$ cat config.mk
export PLATFORM = sky130hd
export DESIGN_NAME = rvga_mem_arbiter
export DESIGN_NICKNAME = d
export VERILOG_FILES = /design/src/rtl/rvga_mem_arbiter.sv
export SDC_FILE = /design/constraint.sdc
export NUM_CORES = 1
export LEC_CHECK = 0
export CAP_MARGIN = 15
export CELL_PAD_IN_SITES_DETAIL_PLACEMENT = 1
export CELL_PAD_IN_SITES_GLOBAL_PLACEMENT = 1
export CORE_MARGIN = 10
export CORE_UTILIZATION = 26
export CTS_BUF_LIST = sky130_fd_sc_hd__clkbuf_4 sky130_fd_sc_hd__clkbuf_8 sky130_fd_sc_hd__clkbuf_16
export DETAILED_ROUTE_END_ITERATION = 7
export PLACE_DENSITY_LB_ADDON = 0.08
export SLEW_MARGIN = 15
export SYNTH_ARGS = -nofsm -noshare
export SYNTH_HDL_FRONTEND = slang
export SYNTH_SLANG_ARGS = --single-unit
$ cat constraint.sdc
create_clock -name clk -period 1.4 [get_ports clk]
set_input_delay 0.21 -clock clk [delete_from_list [all_inputs] [get_ports clk]]
set_output_delay 0.21 -clock clk [all_outputs]
set_load 0.05 [all_outputs]
$ cat src/rtl/rvga_mem_arbiter.sv
// Single-port memory arbiter between instruction fetch and the load/store path.
// One transaction in flight; data wins ties until IF has waited STARVE_LIMIT grants.
module rvga_mem_arbiter #(
    parameter int ADDR_W       = 32,
    parameter int DATA_W       = 32,
    parameter int STARVE_LIMIT = 4
) (
    input  logic                clk,
    input  logic                rst_n,
    input  logic                if_req,
    input  logic [ADDR_W-1:0]   if_addr,
    output logic [DATA_W-1:0]   if_rdata,
    output logic                if_valid,
    input  logic                d_req,
    input  logic                d_we,
    input  logic [ADDR_W-1:0]   d_addr,
    input  logic [DATA_W-1:0]   d_wdata,
    input  logic [DATA_W/8-1:0] d_be,
    output logic [DATA_W-1:0]   d_rdata,
    output logic                d_valid,
    output logic                mem_req,
    output logic                mem_we,
    output logic [ADDR_W-1:0]   mem_addr,
    output logic [DATA_W-1:0]   mem_wdata,
    output logic [DATA_W/8-1:0] mem_be,
    input  logic                mem_ack,
    input  logic [DATA_W-1:0]   mem_rdata,
    output logic                stall
);

    // state      | meaning
    // S_IDLE     | no transaction; arbitration happens on the next edge
    // S_GRANT_IF | instruction fetch read on the memory port, waiting for mem_ack
    // S_GRANT_D  | load or store on the memory port, waiting for mem_ack

    localparam int CNT_W = $clog2(STARVE_LIMIT + 1);
    localparam logic [CNT_W-1:0] LIMIT = CNT_W'(STARVE_LIMIT);

    typedef enum logic [1:0] {S_IDLE, S_GRANT_IF, S_GRANT_D} state_t;

    state_t           state, state_nxt;
    logic [CNT_W-1:0] starve_cnt;
    logic             pick_d, pick_if;

    always_ff @(posedge clk) begin
        if (!rst_n) state <= S_IDLE;
        else        state <= state_nxt;
    end

    always_comb begin
        state_nxt = state;
        pick_d    = 1'b0;
        pick_if   = 1'b0;
        case (state)
            S_IDLE: begin
                // Data wins unless IF has already been passed over LIMIT times
                pick_d  = d_req & (~if_req | (starve_cnt < LIMIT));
                pick_if = ~pick_d & if_req;
                if (pick_d)       state_nxt = S_GRANT_D;
                else if (pick_if) state_nxt = S_GRANT_IF;
            end
            S_GRANT_IF, S_GRANT_D: begin
                if (mem_ack) state_nxt = S_IDLE;
            end
            default: state_nxt = S_IDLE;
        endcase
    end

    always_ff @(posedge clk) begin
        if (!rst_n) begin
            mem_req    <= 1'b0;
            mem_we     <= 1'b0;
            mem_addr   <= '0;
            mem_wdata  <= '0;
            mem_be     <= '0;
            if_rdata   <= '0;
            if_valid   <= 1'b0;
            d_rdata    <= '0;
            d_valid    <= 1'b0;
            starve_cnt <= '0;
        end else begin
            mem_req  <= (state_nxt != S_IDLE);
            if_valid <= (state == S_GRANT_IF) & mem_ack;
            d_valid  <= (state == S_GRANT_D) & mem_ack;

            if ((state == S_GRANT_IF) && mem_ack)
                if_rdata <= mem_rdata;
            // Stores complete with a pulse but leave the last load data intact
            if ((state == S_GRANT_D) && mem_ack && !mem_we)
                d_rdata <= mem_rdata;

            if (pick_d) begin
                mem_we    <= d_we;
                mem_addr  <= d_addr;
                mem_wdata <= d_wdata;
                mem_be    <= d_we ? d_be : '1;
            end else if (pick_if) begin
                mem_we    <= 1'b0;
                mem_addr  <= if_addr;
                mem_wdata <= '0;
                mem_be    <= '1;
            end

            if (state == S_IDLE) begin
                if (!if_req || pick_if)
                    starve_cnt <= '0;
                else if (pick_d && (starve_cnt != LIMIT))
                    starve_cnt <= starve_cnt + 1'b1;
            end
        end
    end

    assign stall = (if_req & ~if_valid) | (d_req & ~d_valid);

endmodule

# After elaboration in Yosys (flattened, before gate mapping)

Index checks and enable logic that the tools add are counted.
W data, S select, Z words.

Flip-flop bits (word level): 141
Output and inout bits: 137
Logic and storage cells: 58

Add/sub/neg operators: 1
Magnitude comparators: 1
Eq/ne operators: 3
Multiplexer cells: 17
Bitwise logic cells: 12
Reduce and logical (&&, ||, !) cells: 13

Operator list:

| kind                  | number |
|---|---|
| $mux W32              | 4 |
| $mux W4               | 3 |
| $and A1 B1 Y1         | 6 |
| $mux W2               | 3 |
| $mux W3               | 2 |
| $reduce_bool A2 Y1    | 3 |
| $logic_and A1 B1 Y1   | 4 |
| $mux W1               | 4 |
| $not A1 Y1            | 4 |
| $pmux W2 S2           | 1 |
| $add A3 B1 Y3 const B | 1 |
| $lt A3 B3 Y1 const B  | 1 |
| $ne A3 B3 Y1 const B  | 1 |
| $eq A2 B1 Y1 const B  | 1 |
| $eq A2 B2 Y1 const B  | 1 |
| $logic_not A1 Y1      | 2 |
| $logic_not A2 Y1      | 1 |
| $or A1 B1 Y1          | 2 |
| $reduce_and A2 Y1     | 1 |
| $reduce_or A2 Y1      | 1 |
| $logic_or A1 B1 Y1    | 1 |

# Logic depth before layout (Yosys ltp)

Word-level depth: 9
Gate-level depth with buffers: 7

# Least setup slack after synthesis

OpenSTA, ideal clock, no wires.

Kind: flip-flop to output port
Start point: reg d_valid
End point: out stall
Data arrival time: 1312 ps
Path slack: -122 ps
Cell stages (with the launch flop): 2
Path buffers: 0
Cell sequence: dfxtp_1 > o22ai_1

Longest elaborated chain between the ends: 3

Ends and longest elaborated chain:

| what                     | line | RTL |
|---|---|---|
| start: declaration       | 20   | `output logic d_valid,` |
| start signal: assignment | 84   | `d_valid <= (state == S_GRANT_D) & mem_ack;` |
| $not A1 Y1               | 113  | `assign stall = (if_req & ~if_valid) \| (d_req & ~d_valid);` |
| $and A1 B1 Y1            | 113  |  |
| $or A1 B1 Y1             | 113  |  |
| end: declaration         | 28   | `output logic stall` |

Every way passes these cells.

# Worst setup path after layout

Start point: reg state[0]
End point: reg mem_wdata[12]

Longest elaborated chain between the ends: 3
Elaborated cells between the ends (all ways): 5

Ends and longest elaborated chain:

| what                                           | line | RTL |
|---|---|---|
| start: declaration                             | 41   | `state_t state, state_nxt;` |
| start signal: assignment                       | 47   | `else state <= state_nxt;` |
| $logic_not A2 Y1 *                             | 54   | `case (state)` |
| $mux W1                                        | 54   |  |
| $mux W32 or $reduce_bool A2 Y1 (tied branches) | n/a  |  |
| end signal: assignment                         | 95   | `mem_wdata <= d_wdata;` |
| end: declaration                               | 24   | `output logic [DATA_W-1:0] mem_wdata,` |

Every way passes the cells marked *; elsewhere a longest branch is shown, timed or not.
A chain may end at the register's enable or synchronous reset.

==> impl_results.md <==
* Hold endpoint: mem_addr[7]$_SDFFE_PN0P_
* Failing checks: setup timing
* Later-pin clock latency in the skew report at 0.42 ns
* VDD IR max at 0.755 mV
* CTS tree: done
* Final TNS setup at -0.0614 ns
* First DRT Iteration DRCs at 243
* Reg2reg end: mem_wdata[12]$_SDFFE_PN0P_
* WHS at 0.174 ns
* Arrival time worst endpoint at 1.73 ns
* Post-synthesis register bit count at 141
* Hold_sp: rst_n
* Top Ports at 275
* Max transition margin at 0.800
* Tot Pwr at 12700 uW
* Final RePlAce weighted congestion at 0.773
* Setup crit end kind: register
* DP HPWL at 18.4 mm
* Cells after Synth at 636
* Top cells by area, synth: dfxtp_1, nand2_1, a21boi_0
* Overall global routing resource usage at 0.175
* Worst setup SP type: register
* R2R Setup Slk at -0.02 ns
* First-pass GRT wire length at 38.9 mm
* Fillers at 2219
* Max Slew Vio Count at 0
* Clk slew on worst S/H paths at 0.06 ns
* Clock Skews at 0.00910 ns
* Vias in the first global route at 6391
* DR WL/cell at 21.4 um
* Syn avg cell area at 8.91 um^2
* Syn Nets at 780
* CTS sink count at 141
* Critical path class: register to register
* Max cap viols at 0
* Number of vias per cell at 4.82
* Pwr/cell area at 1110 nW/um^2
* Vias at 5831
* Worst hold path type: input pin to register
* RSZ-0062 raised after global routing: yes
* Area grow syn2layout at 102%
* Register area share after synthesis at 0.498
* Routed WL at 25.9 mm
* Die ar. at 28100 um^2
* Outcome: complete, but fails checks
* H-Tree Depth at 4
* Final worst-path setup slack at -0.0204 ns
* Antenna Violating Nets Remaining at 0
* Mapped cell area at 5670 um^2
* Commonest non-fill, non-tap cell in the layout: buf_12
* Critical path peak fanout at 14
* Placed Area at 10300 um^2
* YS warnings at 0
* Most frequent cells in the layout: buf_12, dfxtp_1, clkdlybuf4s50_1
* WP data required at 1.71 ns
* Hold_buf cts at 0
* GRT Residual Overflow at 0
* Final hold violations at 0
* Worst Tran Pin Value at 0.298 ns
* Chip width at 168 um
* DRC Markers at 0
* Drt pass-1 iters at 4
* Leakage at 0.00434 uW
* Cts bufs inserted at 17
* Starting Density at 0.267
* Die H at 168 um
* Tcrit/Tclk final at 1.01
* Core Footprint at 21200 um^2
* Number of nets in the layout at 1064
* Port Buffer Count at 274
* Final setup viols at 7
* Pin count of the biggest net entering global routing at 47
* Reg2reg path depth at 7
* Root Buffer: clkbuf_16
* Finished Core Util at 0.540
* Final Cell Area at 11500 um^2
* Reg-to-Reg Start: state[0]$_SDFF_PN0_
* Number of core rows at 53
* WHS Path Cells at 3
* Layout cell share with drive strength beyond 1 at 0.317
* CTS max path bufs at 2
* Post-synth top area share at 0.498
* Initial antenna violation count at 1
* Cell type with the largest total area after synthesis: dfxtp_1
* Max Clock Freq at 0.704 GHz
* Library cells used by synthesis at 33
* Tmin final at 1.42 ns
[critical path, cell delays in order, from the launching register on]
cell	delay, ns
dfxtp_2	0.32
inv_2	0.08
ha_4	0.20
o21ai_4	0.12
buf_12	0.18
buf_12	0.15
a32oi_1	0.19
nor2b_1	0.07
[how the worst max path moves through the flow]
| stage | startpoint | endpoint |
|---|---|---|
| floorplan | state[0]$_SDFF_PN0_ | mem_wdata[14]$_SDFFE_PN0P_ |
| global placement | d_req | mem_be[3]$_SDFFE_PN0P_ |
| detailed placement | if_req | mem_addr[5]$_SDFFE_PN0P_ |
| CTS | state[0]$_SDFF_PN0_ | d_rdata[12]$_SDFFE_PN0P_ |
| global route | state[0]$_SDFF_PN0_ | d_rdata[16]$_SDFFE_PN0P_ |
| finish | state[0]$_SDFF_PN0_ | mem_wdata[12]$_SDFFE_PN0P_ |
[kinds of logic (layout without fill, tap and decap cells)]
| group | after synthesis | after routing | share of synthesized area |
|---|---|---|---|
| AOI/OAI and AO/OA | 207 | 207 | 0.271 |
| adders and majority gates | 6 | 6 | 0.0133 |
| buffers and inverters | 97 | 393 | 0.0713 |
| DFF | 141 | 141 | 0.498 |
| muxes | 1 | 1 | 0.00177 |
| other | 0 | 2 | 0 |
| and+or+nand+nor | 184 | 184 | 0.145 |
[cells in the mapped netlist]
library cell  count
dfxtp_1         141
nand2_1         133
a21boi_0         65
a211oi_1         64
inv_1            38
clkbuf_1         37
nor2b_1          35
o21ai_0          33
a32oi_1          32
buf_2            17
ha_1              6
o221a_2           5
buf_4             3
and2_1            2
and3_1            2
nand2b_1          2
nand3b_1          2
nand4_1           2
nor2_1            2
o21a_1            2
a21boi_1          1
a21boi_4          1
a21oi_1           1
a31oi_1           1
and2_0            1
and3b_1           1
and4_1            1
buf_1             1
buf_6             1
mux2i_1           1
nand3_1           1
o21ai_1           1
o22ai_1           1
[metal layers]
layer,vias up,share of wire,track usage
met5,-,0,0
met4,0,0.016,0.0564
met3,31,0.076,0.0660
met2,174,0.50,0.298
met1,2848,0.41,0.197
li1,2778,-,-
[area by class of cell]
| class | count | area, um^2 | area share |
|---|---|---|---|
| timing repair buffer | 324 | 4820 | 0.420 |
| sequential | 141 | 2830 | 0.247 |
| antenna | 2 | 5.00 | 0.000437 |
| multi-input combinational | 398 | 2770 | 0.242 |
| tap | 275 | 344 | 0.0300 |
| clock buffer | 18 | 433 | 0.0378 |
| inverter | 38 | 143 | 0.0124 |
| clock inverter | 13 | 119 | 0.0104 |
[report_power, final]
| group | total (uW) | internal [uW] | leakage (uW) | switching, uW |
|---|---|---|---|---|
| combinational | 3860 | 1910 | 0.00292 | 1940 |
| sequential | 4560 | 4280 | 0.00115 | 282 |
| clock | 4300 | 2460 | 0.000262 | 1840 |
[stage by stage]
step	setup WS, ns	instances
after global routing	-0.0813	1208
after CTS	-0.00539	1202
after floorplan	0.000397	636
after global placement	-0.326	1162
after detailed placement	-0.416	1162
final	-0.0204	1209
[registers in the layout, summed over array words and instances, names as in the netlist]
register,cells
d_rdata,32
if_rdata,32
mem_addr,32
mem_wdata,32
mem_be,4
starve_cnt,3
state,2
d_valid,1
if_valid,1
mem_req,1
mem_we,1
[timing repair]
item / in CTS / in global routing
resized for setup: 79 / 74
pin swaps: 6 / 8
gates cloned: 4 / 4
buffers inserted: 5 / 3
endpoints found under the setup margin: 107 / 115
No activity file was read; power rests on OpenSTA's default activity.
